`src/rtl/instr_encoder.sv`:
```
// instr_encoder: packs decoded instruction fields into 16-bit words and
// streams them, each with an auto-incrementing write address, out of a
// small FIFO toward the instruction-memory write port.
module instr_encoder #(
  parameter int DEPTH  = 4,
  parameter int ADDR_W = 8
) (
  input  logic                     clk,
  input  logic                     rst_n,
  input  logic                     in_valid,
  output logic                     in_ready,
  input  logic [3:0]               opcode,
  input  logic [2:0]               rd,
  input  logic [2:0]               rs1,
  input  logic [2:0]               rs2,
  input  logic [7:0]               immediate,
  input  logic [ADDR_W-1:0]        base_addr,
  input  logic                     restart,
  output logic                     out_valid,
  input  logic                     out_ready,
  output logic [15:0]              out_instr,
  output logic [ADDR_W-1:0]        out_addr,
  output logic [$clog2(DEPTH):0]   count,
  output logic                     err_illegal
);

  localparam int PW = $clog2(DEPTH);
  localparam int CW = $clog2(DEPTH) + 1;

  // Opcode map used by the field-forcing and format selection below.
  localparam logic [3:0] OP_ST      = 4'b0000;
  localparam logic [3:0] OP_LDI     = 4'b0001;
  localparam logic [3:0] OP_LD      = 4'b0010;
  localparam logic [3:0] OP_JE      = 4'b0011;
  localparam logic [3:0] OP_JMP     = 4'b0100;
  localparam logic [3:0] OP_JNE     = 4'b0101;
  localparam logic [3:0] OP_JC      = 4'b0110;
  localparam logic [3:0] OP_ILLEGAL = 4'b0111;
  localparam logic [3:0] OP_INC     = 4'b1010;
  localparam logic [3:0] OP_DEC     = 4'b1011;
  localparam logic [3:0] OP_NOP     = 4'b1111;

  // FIFO storage: each slot holds an encoded word and its write address.
  logic [15:0]       mem_instr_q [DEPTH];
  logic [ADDR_W-1:0] mem_addr_q  [DEPTH];

  logic [PW-1:0]     wr_ptr_q, wr_ptr_d;
  logic [PW-1:0]     rd_ptr_q, rd_ptr_d;
  logic [CW-1:0]     count_q, count_d;
  logic [ADDR_W-1:0] addr_q, addr_d;
  logic              err_q, err_d;
  logic [15:0]       head_instr_q, head_instr_d;
  logic [ADDR_W-1:0] head_addr_q, head_addr_d;

  logic [15:0]       enc_word;
  logic              is_iform;
  logic              is_illegal;
  logic [2:0]        rd_f;
  logic [2:0]        rs1_f;
  logic [2:0]        rs2_f;

  logic              accept;
  logic              push;
  logic              pop;
  logic [CW-1:0]     remaining;

  // Encode the presented field bundle, zeroing fields the opcode does not use.
  always_comb begin
    rd_f       = rd;
    rs1_f      = rs1;
    rs2_f      = rs2;
    is_iform   = 1'b0;
    is_illegal = 1'b0;
    case (opcode)
      OP_ST:  rd_f = 3'b000;
      OP_LD, OP_INC, OP_DEC, OP_NOP: rs2_f = 3'b000;
      OP_LDI: is_iform = 1'b1;
      OP_JE, OP_JMP, OP_JNE, OP_JC: begin
        is_iform = 1'b1;
        rs1_f    = 3'b000;
      end
      OP_ILLEGAL: is_illegal = 1'b1;
      default: ;
    endcase
    if (is_iform) begin
      enc_word = {immediate, 1'b0, rs1_f, opcode};
    end else begin
      enc_word = {3'b000, rd_f, rs2_f, rs1_f, opcode};
    end
  end

  // Handshake: a same-cycle pop frees a slot, and restart blocks intake.
  always_comb begin
    out_valid = (count_q != '0);
    in_ready  = !restart && ((count_q < CW'(DEPTH)) || (out_valid && out_ready));
    accept    = in_valid && in_ready;
    push      = accept && !is_illegal;
    pop       = out_valid && out_ready && !restart;
  end

  // Next-state for pointers, occupancy, address counter, error flag and head.
  always_comb begin
    wr_ptr_d     = wr_ptr_q;
    rd_ptr_d     = rd_ptr_q;
    count_d      = count_q;
    addr_d       = addr_q;
    err_d        = err_q;
    head_instr_d = head_instr_q;
    head_addr_d  = head_addr_q;
    remaining    = count_q;
    if (restart) begin
      wr_ptr_d = '0;
      rd_ptr_d = '0;
      count_d  = '0;
      addr_d   = base_addr;
      err_d    = 1'b0;
    end else begin
      if (accept && is_illegal) begin
        err_d = 1'b1;
      end
      if (push) begin
        wr_ptr_d = wr_ptr_q + PW'(1);
        addr_d   = addr_q + ADDR_W'(1);
      end
      if (pop) begin
        rd_ptr_d  = rd_ptr_q + PW'(1);
        remaining = count_q - CW'(1);
      end
      count_d = remaining + CW'(push);
      if (push || pop) begin
        if (remaining != '0) begin
          head_instr_d = mem_instr_q[rd_ptr_d];
          head_addr_d  = mem_addr_q[rd_ptr_d];
        end else if (push) begin
          head_instr_d = enc_word;
          head_addr_d  = addr_q;
        end
      end
    end
  end

  // Write accepted legal words with their address into the FIFO slot.
  always_ff @(posedge clk or negedge rst_n) begin
    if (!rst_n) begin
      for (int i = 0; i < DEPTH; i++) begin
        mem_instr_q[i] <= '0;
        mem_addr_q[i]  <= '0;
      end
    end else if (push) begin
      mem_instr_q[wr_ptr_q] <= enc_word;
      mem_addr_q[wr_ptr_q]  <= addr_q;
    end
  end

  // Register control state and the FIFO head presented on the outputs.
  always_ff @(posedge clk or negedge rst_n) begin
    if (!rst_n) begin
      wr_ptr_q     <= '0;
      rd_ptr_q     <= '0;
      count_q      <= '0;
      addr_q       <= '0;
      err_q        <= 1'b0;
      head_instr_q <= '0;
      head_addr_q  <= '0;
    end else begin
      wr_ptr_q     <= wr_ptr_d;
      rd_ptr_q     <= rd_ptr_d;
      count_q      <= count_d;
      addr_q       <= addr_d;
      err_q        <= err_d;
      head_instr_q <= head_instr_d;
      head_addr_q  <= head_addr_d;
    end
  end

  assign out_instr   = head_instr_q;
  assign out_addr    = head_addr_q;
  assign count       = count_q;
  assign err_illegal = err_q;

endmodule

```
`config.mk`:
```
export PLATFORM = sky130hd
export DESIGN_NAME = instr_encoder
export DESIGN_NICKNAME = d
export VERILOG_FILES = /design/src/rtl/instr_encoder.sv
export SDC_FILE = /design/constraint.sdc
export NUM_CORES = 1
export LEC_CHECK = 0
export CAP_MARGIN = 15
export CORE_ASPECT_RATIO = 0.5
export CORE_UTILIZATION = 54
export CTS_BUF_LIST = sky130_fd_sc_hd__clkbuf_4
export DETAILED_ROUTE_END_ITERATION = 8
export PLACE_DENSITY = 0.78
export SLEW_MARGIN = 20
export SYNTH_ARGS = -nofsm -noshare
export SYNTH_HDL_FRONTEND = slang
export SYNTH_SLANG_ARGS = --single-unit
```
`constraint.sdc`:
```
create_clock -name clk -period 1.93 [get_ports clk]
set_input_delay 0.4825 -clock clk [delete_from_list [all_inputs] [get_ports clk]]
set_output_delay 0.4825 -clock clk [all_outputs]
set_load 0.005 [all_outputs]
```
=== Word-level counts from Yosys, hierarchy flattened ===
Index checks and enable logic that the tools add are counted.

* Magnitude comparators: 4
* Reduce and logical (&&, ||, !) cells: 21
* $add $sub $neg: 5
* Muxes and demuxes: 34
* Bitwise gates (word level): 3
* Equal/unequal tests: 10

{| class="wikitable"
|+ Operators by type and width
! cell !! number
|-
| 2-to-1 mux 16 bit || 6
|-
| bitwise mux 64 bit || 1
|-
| 2-to-1 mux 8 bit || 7
|-
| binary-select mux 16 bit (select 2 bit) || 1
|-
| bitwise mux 32 bit || 1
|-
| demux 16 bit (select 2 bit) || 1
|-
| 2-to-1 mux 3 bit || 6
|-
| binary-select mux 8 bit (select 2 bit) || 1
|-
| demux 8 bit (select 2 bit) || 1
|-
| == test 4 x 3 -> 1 bit (second input constant) || 4
|-
| == test 4 bit (second input constant) || 3
|-
| 2-to-1 mux 2 bit || 5
|-
| adder 8 x 1 -> 8 bit (second input constant) || 1
|-
| == test 4 x 2 -> 1 bit (second input constant) || 2
|-
| OR reduction 4 bit || 2
|-
| logical AND 1 bit || 7
|-
| >= comparator 3 bit (second input constant) || 2
|-
| NOT 2 -> 3 bit || 2
|-
| nonzero test 2 bit || 3
|-
| nonzero test 3 bit || 2
|-
| OR reduction 5 bit || 1
|-
| adder 2 x 1 -> 2 bit (second input constant) || 2
|-
| == test 4 x 1 -> 1 bit (second input constant) || 1
|-
| zero test 4 bit || 1
|-
| other kinds (9) || 14
|}

* Bits in registers: 136
* Input port bits: 34

=== Logic depth before layout (Yosys ltp) ===
Gate-level depths: netlist of the first run.

* Depth after elaboration: 10
* Depth in mapped cells: 13
* Gate-level depth less buffers: 10

=== Worst setup path before layout of the first run ===
Ideal clock, no wire load.

* Path kind: reg2reg
* Start: register count_q[0] (netlist: count[0])
* End: register head_instr_q[12] (netlist: out_instr[12])
* Slack: -0.202 ns
* Period minus slack after synthesis: 2.132 ns
* Arrival time: 2.011 ns
* Setup time: 0.121 ns
* Stages on the path, launching flop included: 11
* Required time: 1.809 ns
* Path through: dfrtp_1 > inv_1 > ha_1 > nor2b_1 > buf_6 > inv_6 > nand2_4 > buf_6 > a221o_1 > a221o_1 > a22o_1

* Cells in the longest elaborated chain, start to end: 10
* Elaborated cells on any way between the ends: 22
* Those cells by class: 1 x add/sub; 1 x order compare; 8 x mux; 1 x bitwise; 11 x reduce/logical

{| class="wikitable"
|+ Ends and longest elaborated chain
! what !! RTL line !! text
|-
| start, declared || 49 || <nowiki>logic [CW-1:0] count_q, count_d;</nowiki>
|-
| start signal, assigned || 168 || <nowiki>count_q <= count_d;</nowiki>
|-
| nonzero test 3 bit || 94 || <nowiki>out_valid = (count_q != '0);</nowiki>
|-
| logical AND 1 bit || 95, 98 ||
|-
| logical AND 1 bit || 98 || <nowiki>pop = out_valid && out_ready && !restart;</nowiki>
|-
| 2-to-1 mux 2 bit || 125 || <nowiki>if (pop) begin</nowiki>
|-
| 2-to-1 mux 2 bit || 111 || <nowiki>if (restart) begin</nowiki>
|-
| NOT 2 -> 3 bit (implied by the code) || 132 || <nowiki>head_instr_d = mem_instr_q[rd_ptr_d];</nowiki>
|-
| binary-select mux 16 bit (select 2 bit) || 132 ||
|-
| 2-to-1 mux 16 bit (implied by the code) (2 in series) || 132 ||
|-
| 2-to-1 mux 16 bit || 131 || <nowiki>if (remaining != '0) begin</nowiki>
|-
| end signal, assigned || 171 || <nowiki>head_instr_q <= head_instr_d;</nowiki>
|-
| end, declared || 52 || <nowiki>logic [15:0] head_instr_q, head_instr_d;</nowiki>
|}

Parallel ways exist; a longest one is shown, timed or not. The select of a mux whose other input is x is not followed.
A chain may end at the register's enable or synchronous reset.

=== Worst setup path in the final report of the first run ===
* Start: register count_q[0] (netlist: count[0])
* End: register head_instr_q[10] (netlist: out_instr[10])

Same word-level chain as after synthesis.

==> reports/qor.txt, run 1 <==
CTS sink count -> 136
Share of synthesized registers carrying an async set or reset -> 100.0%
Nets -> 972
Synth Instances -> 785
Area after DPL -> 8914 um2
H-tree levels -> 4
IO Count -> 64
Filler Cell Count -> 854
Post-Syn Area -> 7466 um2
Slew HR -> 69.56%
Layout cells sized above 1 -> 27.42%
Commonest non-fill, non-tap cells in the layout -> dfrtp_1, o21ai_0, buf_4
Skew-Pair Late Insertion Delay -> 0.52 ns
Dpl hpwl -> 14100 um
GPL Wtd Cong -> 0.8706
Worst-path fanout max -> 5
DIE AREA -> 14330 um2
Post-synthesis sequential area ratio -> 45.58%
Worst Path Arrival -> 2.58 ns
Final-report setup violation count -> 28
TritonCTS clock tree -> built
Row cnt -> 29
Total global routing track utilization -> 31.66%
Hold WC Path Type -> input port to async pin
Layout area overhead -> 31.64%
PwrDens -> 1211 nW/um2
Remaining DRCs -> 0
LEAKAGE -> 4.282 nW
Core Util, Final -> 75.24%
Core Area -> 13060 um2
Die height -> 85.15 um
Area occupied by multi-input gates -> 3841 um2
Reg area -> 3408 um2
Initial core utilization -> 57.16%
Synthesized area per cell -> 9.511 um2
Chip width -> 168.3 um
Unrepaired setup endpoints after global routing -> yes
Final instance area -> 9828 um2
Post-place setup slack -> -0.5454 ns
Post-route antenna net violation count -> 0
Vias -> 7279
Max-cap violation count -> 0
Mapped Nets -> 828
Synthesis Warnings -> 0
Final Cycle Share -> 112.2%
Ys flop type -> dfrtp_1
Clk buf depth -> 2
Peak supply drop -> 577.0 uV
Clock Skew -> 0.02332 ns
First-pass GRT wire length -> 35250 um
Post-synth EDFFs -> 0
Initial DRC count -> 1057
Worst setup SP type -> register
Avg WL per Cell -> 20.77 um
Hold_ws -> 0.4013 ns
Setup CP Type -> register to register
Slew Limit Fails -> 0
Failing checks -> negative setup slack
Worst-path clk slew -> 0.13 ns
Final Hold Vio Count -> 0
Most common cell after layout, fill and taps aside -> dfrtp_1
Yosys reg bits -> 136
1st-pass router iterations -> 7
Port Buffers -> 63
CTS Buf Count -> 17
Final WS setup -> -0.2363 ns
Root Buffer Master -> clkbuf_4
Initial antenna violation count -> 1
Tot Pwr -> 0.01191 W
Vias per cell -> 6.546
Fmax -> 0.4616 GHz
Largest net degree at the start of global routing -> 53
Vias in the first global route -> 6839
Total grt overflow -> 0
Cell variety after synth -> 54
CP endpoint kind -> register
Routed wire length -> 23100 um
Final Critical Period -> 2.166 ns
Tightest Pin Transition -> 0.4508 ns
Status -> complete, but fails checks
CP required -> 2.34 ns
## Yosys cell counts (3+ instances only)
master,n,area share [%]
xnor2_1,3,0.35
nor3_1,4,0.27
a31oi_1,18,1.5
ha_1,9,1.5
buf_6,5,0.75
o21ai_0,130,8.7
nor2b_1,4,0.34
a32o_1,3,0.40
buf_1,3,0.15
a221o_1,28,3.8
o21ai_1,7,0.47
o31ai_1,19,1.9
a21oi_1,39,2.6
buf_2,26,1.7
mux2i_1,21,2.8
o311ai_0,18,2.1
xor2_1,6,0.70
a22o_1,5,0.59
nand2_1,92,4.6
and3_1,4,0.34
a311oi_1,4,0.47
nand3b_1,8,0.80
buf_4,6,0.60
o22a_1,6,0.70
nor2_1,42,2.1
nand2b_1,4,0.34
dfrtp_1,136,46
nand3_1,3,0.20
inv_1,10,0.50
a221oi_1,9,1.1
clkbuf_1,36,1.8
o22ai_1,7,0.59
mux2_2,43,6.5
## power breakdown
part / switching [W] / internal (W)
clock network: 0.00110 / 0.00116
registers: 0.000711 / 0.00380
logic: 0.00253 / 0.00260
total: 0.00434 / 0.00757
## sequential cells by signal, summed over array words and instances (netlist names)
name / count
out_instr: 16
out_addr: 8
err_illegal: 1
count: 3
wr_ptr_q: 2
mem_addr_q: 32
mem_instr_q: 64
addr_q: 8
rd_ptr_q: 2
## layer usage
metal	share of wire [%]	global-route usage, %	vias up
li1	-	-	3198
met1	41	42.21	3539
met2	46	51.64	458
met3	9.4	6.157	84
met4	3.3	12.48	0
met5	0	0	-
## cell type report
cell class	instances	area share (%)
Clock inverter	13	2.062
Sequential cell	136	34.68
Tap cell	170	2.164
Inverter	12	0.5347
Clock buffer	18	1.375
Antenna cell	1	0.02546
Timing Repair Buffer	201	20.08
Multi-Input combinational cell	561	39.08
## what timing repair did
item / 4_1_cts / 5_1_grt
hold endpoints to repair: 38 / 0
hold buffers: 1 / 0
cloned: 1 / 2
setup buffers: 16 / 14
setup endpoints to repair: 44 / 106
gates resized for setup: 68 / 43
pin swaps: 15 / 9
## final timing paths
path                                   endpoint       startpoint  cells after the start  slack (ns)
worst min-delay path                  addr_q[6]            rst_n                      2        0.40
worst max-delay path              out_instr[10]         count[0]                      9       -0.24
worst min register to register  mem_instr_q[12]  mem_instr_q[12]                      2        0.49
min in group clk                mem_instr_q[12]  mem_instr_q[12]                      2        0.49
worst max register to register    out_instr[10]         count[0]                      9       -0.24
max in group asynchronous           rd_ptr_q[1]            rst_n                      3        0.88
## critical path, cell delays in order (launching register included)
cell,delay (ns)
dfrtp_1,0.41
inv_2,0.09
ha_4,0.15
nor2b_4,0.22
buf_6,0.16
buf_6,0.11
nor3_4,0.06
a221o_1,0.37
a221o_1,0.32
a22o_1,0.17
## stage by stage
stage,TNS [ns],instances
after floorplan,-0.8271,785
after global placement,-53.71,1047
after detailed placement,-57.21,1047
after CTS,-1.974,1095
after global routing,-5.735,1112
final,-4.377,1112
## cell families after synthesis
| group | Yosys count | share of synthesized area, % |
|---|---|---|
| adder cells (fa/ha/maj) | 9 | 1.508 |
| flip-flops | 136 | 45.58 |
| AND/OR/NAND/NOR | 171 | 10.26 |
| buffers and inverters | 88 | 5.731 |
| AO/OA/AOI/OAI | 308 | 26.56 |
| XOR/XNOR | 9 | 1.056 |
| multiplexers | 64 | 9.301 |
(Power assumes the default switching activity.)
==> run 2, diff against run 1 <==
- CORE_UTILIZATION: 54 -> 53
- CTS_BUF_LIST: sky130_fd_sc_hd__clkbuf_4 -> not set
- PLACE_DENSITY: 0.78 -> 0.77
- SKIP_CTS_REPAIR_TIMING: not set -> 1
- SLEW_MARGIN: 20 -> 0
==> reports/qor.txt, run 2 (synthesis results as in run 1) <==
Remaining DRCs -> 0 (unchanged)
Worst-path clk slew -> 0.06 ns (-0.07 ns)
Unrepaired setup endpoints after global routing -> yes
Number of flip-flops in the largest register -> 64 (unchanged)
CP endpoint kind -> primary output
CP required -> 1.45 ns (-0.89 ns)
Largest net degree at the start of global routing -> 55 (+3.8%)
Slowest stage cell, crit path -> dfrtp_1
Slew Limit Fails -> 0 (unchanged)
CP Cell Sequence -> inv_2 -> ha_4 -> nor2b_4 -> buf_6 -> inv_8 -> buf_8 -> clkbuf_2
CTS sink count -> 136 (unchanged)
Core Area -> 13660 um2 (+4.6%)
Hold_ws -> -0.007373 ns (-0.4087 ns)
Flop2flop setup slack -> -0.20 ns (+0.04 ns)
GPL Wtd Cong -> 0.8586 (-1.4%)
Final-report setup violation count -> 42 (+50%)
LEAKAGE -> 4.229 nW (-1.2%)
Tightest Pin Transition -> 0.5029 ns (+0.05206 ns)
Total grt overflow -> 0 (unchanged)
DIE AREA -> 14590 um2 (+1.9%)
Reg-to-Reg End -> out_instr[12]
Tot Pwr -> 0.01285 W (+8.0%)
Worst-path fanout max -> 8 (+3)
Chip width -> 169.9 um (+0.93%)
Initial antenna violation count -> 0 (-1)
Dpl hpwl -> 14250 um (+1.1%)
Layout cells sized above 1 -> 29.08% (+1.7 points)
Placed cells -> 1072 (+2.4%)
Post-route antenna net violation count -> 0 (unchanged)
Most common cell after layout, fill and taps aside -> dfrtp_1
IO Count -> 64 (unchanged)
Max-cap violation count -> 0 (unchanged)
Max stage delay on crit path -> 0.40 ns (about the same)
Total global routing track utilization -> 30.62% (-1.0 points)
Slew HR -> 66.29% (-3.3 points)
Setup CP Type -> register to primary output
Worst r2r src -> count[0]
Root Buffer Master -> clkbuf_16
Vias per cell -> 6.573 (+0.41%)
H-tree levels -> 4 (unchanged)
Status -> complete, but fails checks
Diodes inserted -> 0 (-1)
Initial DRC count -> 920 (-13%)
Avg WL per Cell -> 21.33 um (+2.7%)
Worst setup SP type -> register
Fmax -> 0.4704 GHz (+1.9%)
Nets -> 956 (-1.6%)
Final WS setup -> -0.1958 ns (+0.04052 ns)
Skew-Pair Late Insertion Delay -> 0.42 ns (-0.10 ns)
Hold WC Path Type -> input port to async pin
R2R cell count -> 10 (+1)
TritonCTS clock tree -> built
Vias in the first global route -> 6956 (+1.7%)
First-pass GRT wire length -> 34850 um (-1.1%)
Layout area overhead -> 35.61%
Peak supply drop -> 971.8 uV (+68%)
Clk buf depth -> 2 (unchanged)
PwrDens -> 1270 nW/um2 (+4.8%)
Final Critical Period -> 2.126 ns (-0.04052 ns)
Clock Skew -> 0.01106 ns (-0.01226 ns)
Worst Path Arrival -> 1.64 ns (-0.94 ns)
Final Hold Vio Count -> 3 (+3)
Final Cycle Share -> 110.1% (-2.1 points)
Initial core utilization -> 54.64% (-2.5 points)
1st-pass router iterations -> 7 (unchanged)
Row cnt -> 30 (+3.4%)
Die height -> 85.93 um (+0.92%)
Failing checks -> negative hold slack, negative setup slack
Commonest non-fill, non-tap cells in the layout -> dfrtp_1, o21ai_0, nand2_1
Top reg by flops -> mem_instr_q
CTS Buf Count -> 17 (unchanged)
Routed wire length -> 23820 um (+3.1%)
Final instance count without filler cells -> 1117 (+0.45%)
Port Buffers -> 63 (unchanged)
Vias -> 7342 (+0.87%)
run 2: changes by cell type in the layout (fill, tap and decap cells not counted), moves of 9 or more:
cell             before  now
buf_4               105   82
clkbuf_16             2   20
clkbuf_4             18    0
clkdlybuf4s50_1      40   56
dlymetal6s2s_1       13    4
nor2_1               40   29
run 2: metal layers:
| layer | global-route usage [%] | vias up | wire length, um |
|---|---|---|---|
| li1 | - | 3177 | - |
| met1 | 40.48 | 3622 | 9500 |
| met2 | 51.45 | 447 | 11540 |
| met3 | 4.522 | 96 | 2092 |
| met4 | 11.63 | 0 | 694 |
| met5 | 0 | - | 0 |
run 2: worst max path at each step:
stage | to | cells after the start | slack, ns | start
after floorplan | out_instr[12] | 10 | -0.13 | count[0]
after global placement | mem_addr_q[31] | 7 | -0.52 | restart
after detailed placement | out_addr[1] | 8 | -0.63 | restart
after CTS | out_valid | 7 | -0.63 | count[1]
after global routing | out_instr[2] | 9 | -0.27 | count[0]
final | out_valid | 7 | -0.20 | count[0]
run 2: layout make-up:
cell class	instances	area [um2]
Inverter	12	55.05
Fill cell	871	3538
Multi-Input combinational cell	561	3971
Clock inverter	13	96.34
Clock buffer	18	439.2
Timing Repair Buffer	185	1913
Tap cell	192	240.2
Sequential cell	136	3410
run 2: critical path: cells and delay by family (launching register included):
family | cells | cell delay, ns
fa+ha+maj | 1 | 0.14
buf+inv | 5 | 0.53
flops | 1 | 0.40
simple gates | 1 | 0.15
run 2: stage by stage:
step | worst slack (ns) | util [%] | cell area (um2) | TNS [ns]
floorplan | -0.1307 | - | 7478 | -0.8271
global placement | -0.5246 | 65.79 | 8989 | -63.61
detailed placement | -0.6251 | 65.79 | 8989 | -70.72
CTS | -0.6266 | 69.71 | 9524 | -16.43
global route | -0.2745 | 74.10 | 10120 | -6.830
finish | -0.1958 | 74.10 | 10120 | -4.688
run 2: where the power goes:
part	internal, W	switching [W]
Clock	0.00168	0.00133
Sequential	0.00382	0.000774
Combinational	0.00265	0.00260
Total	0.00815	0.00470
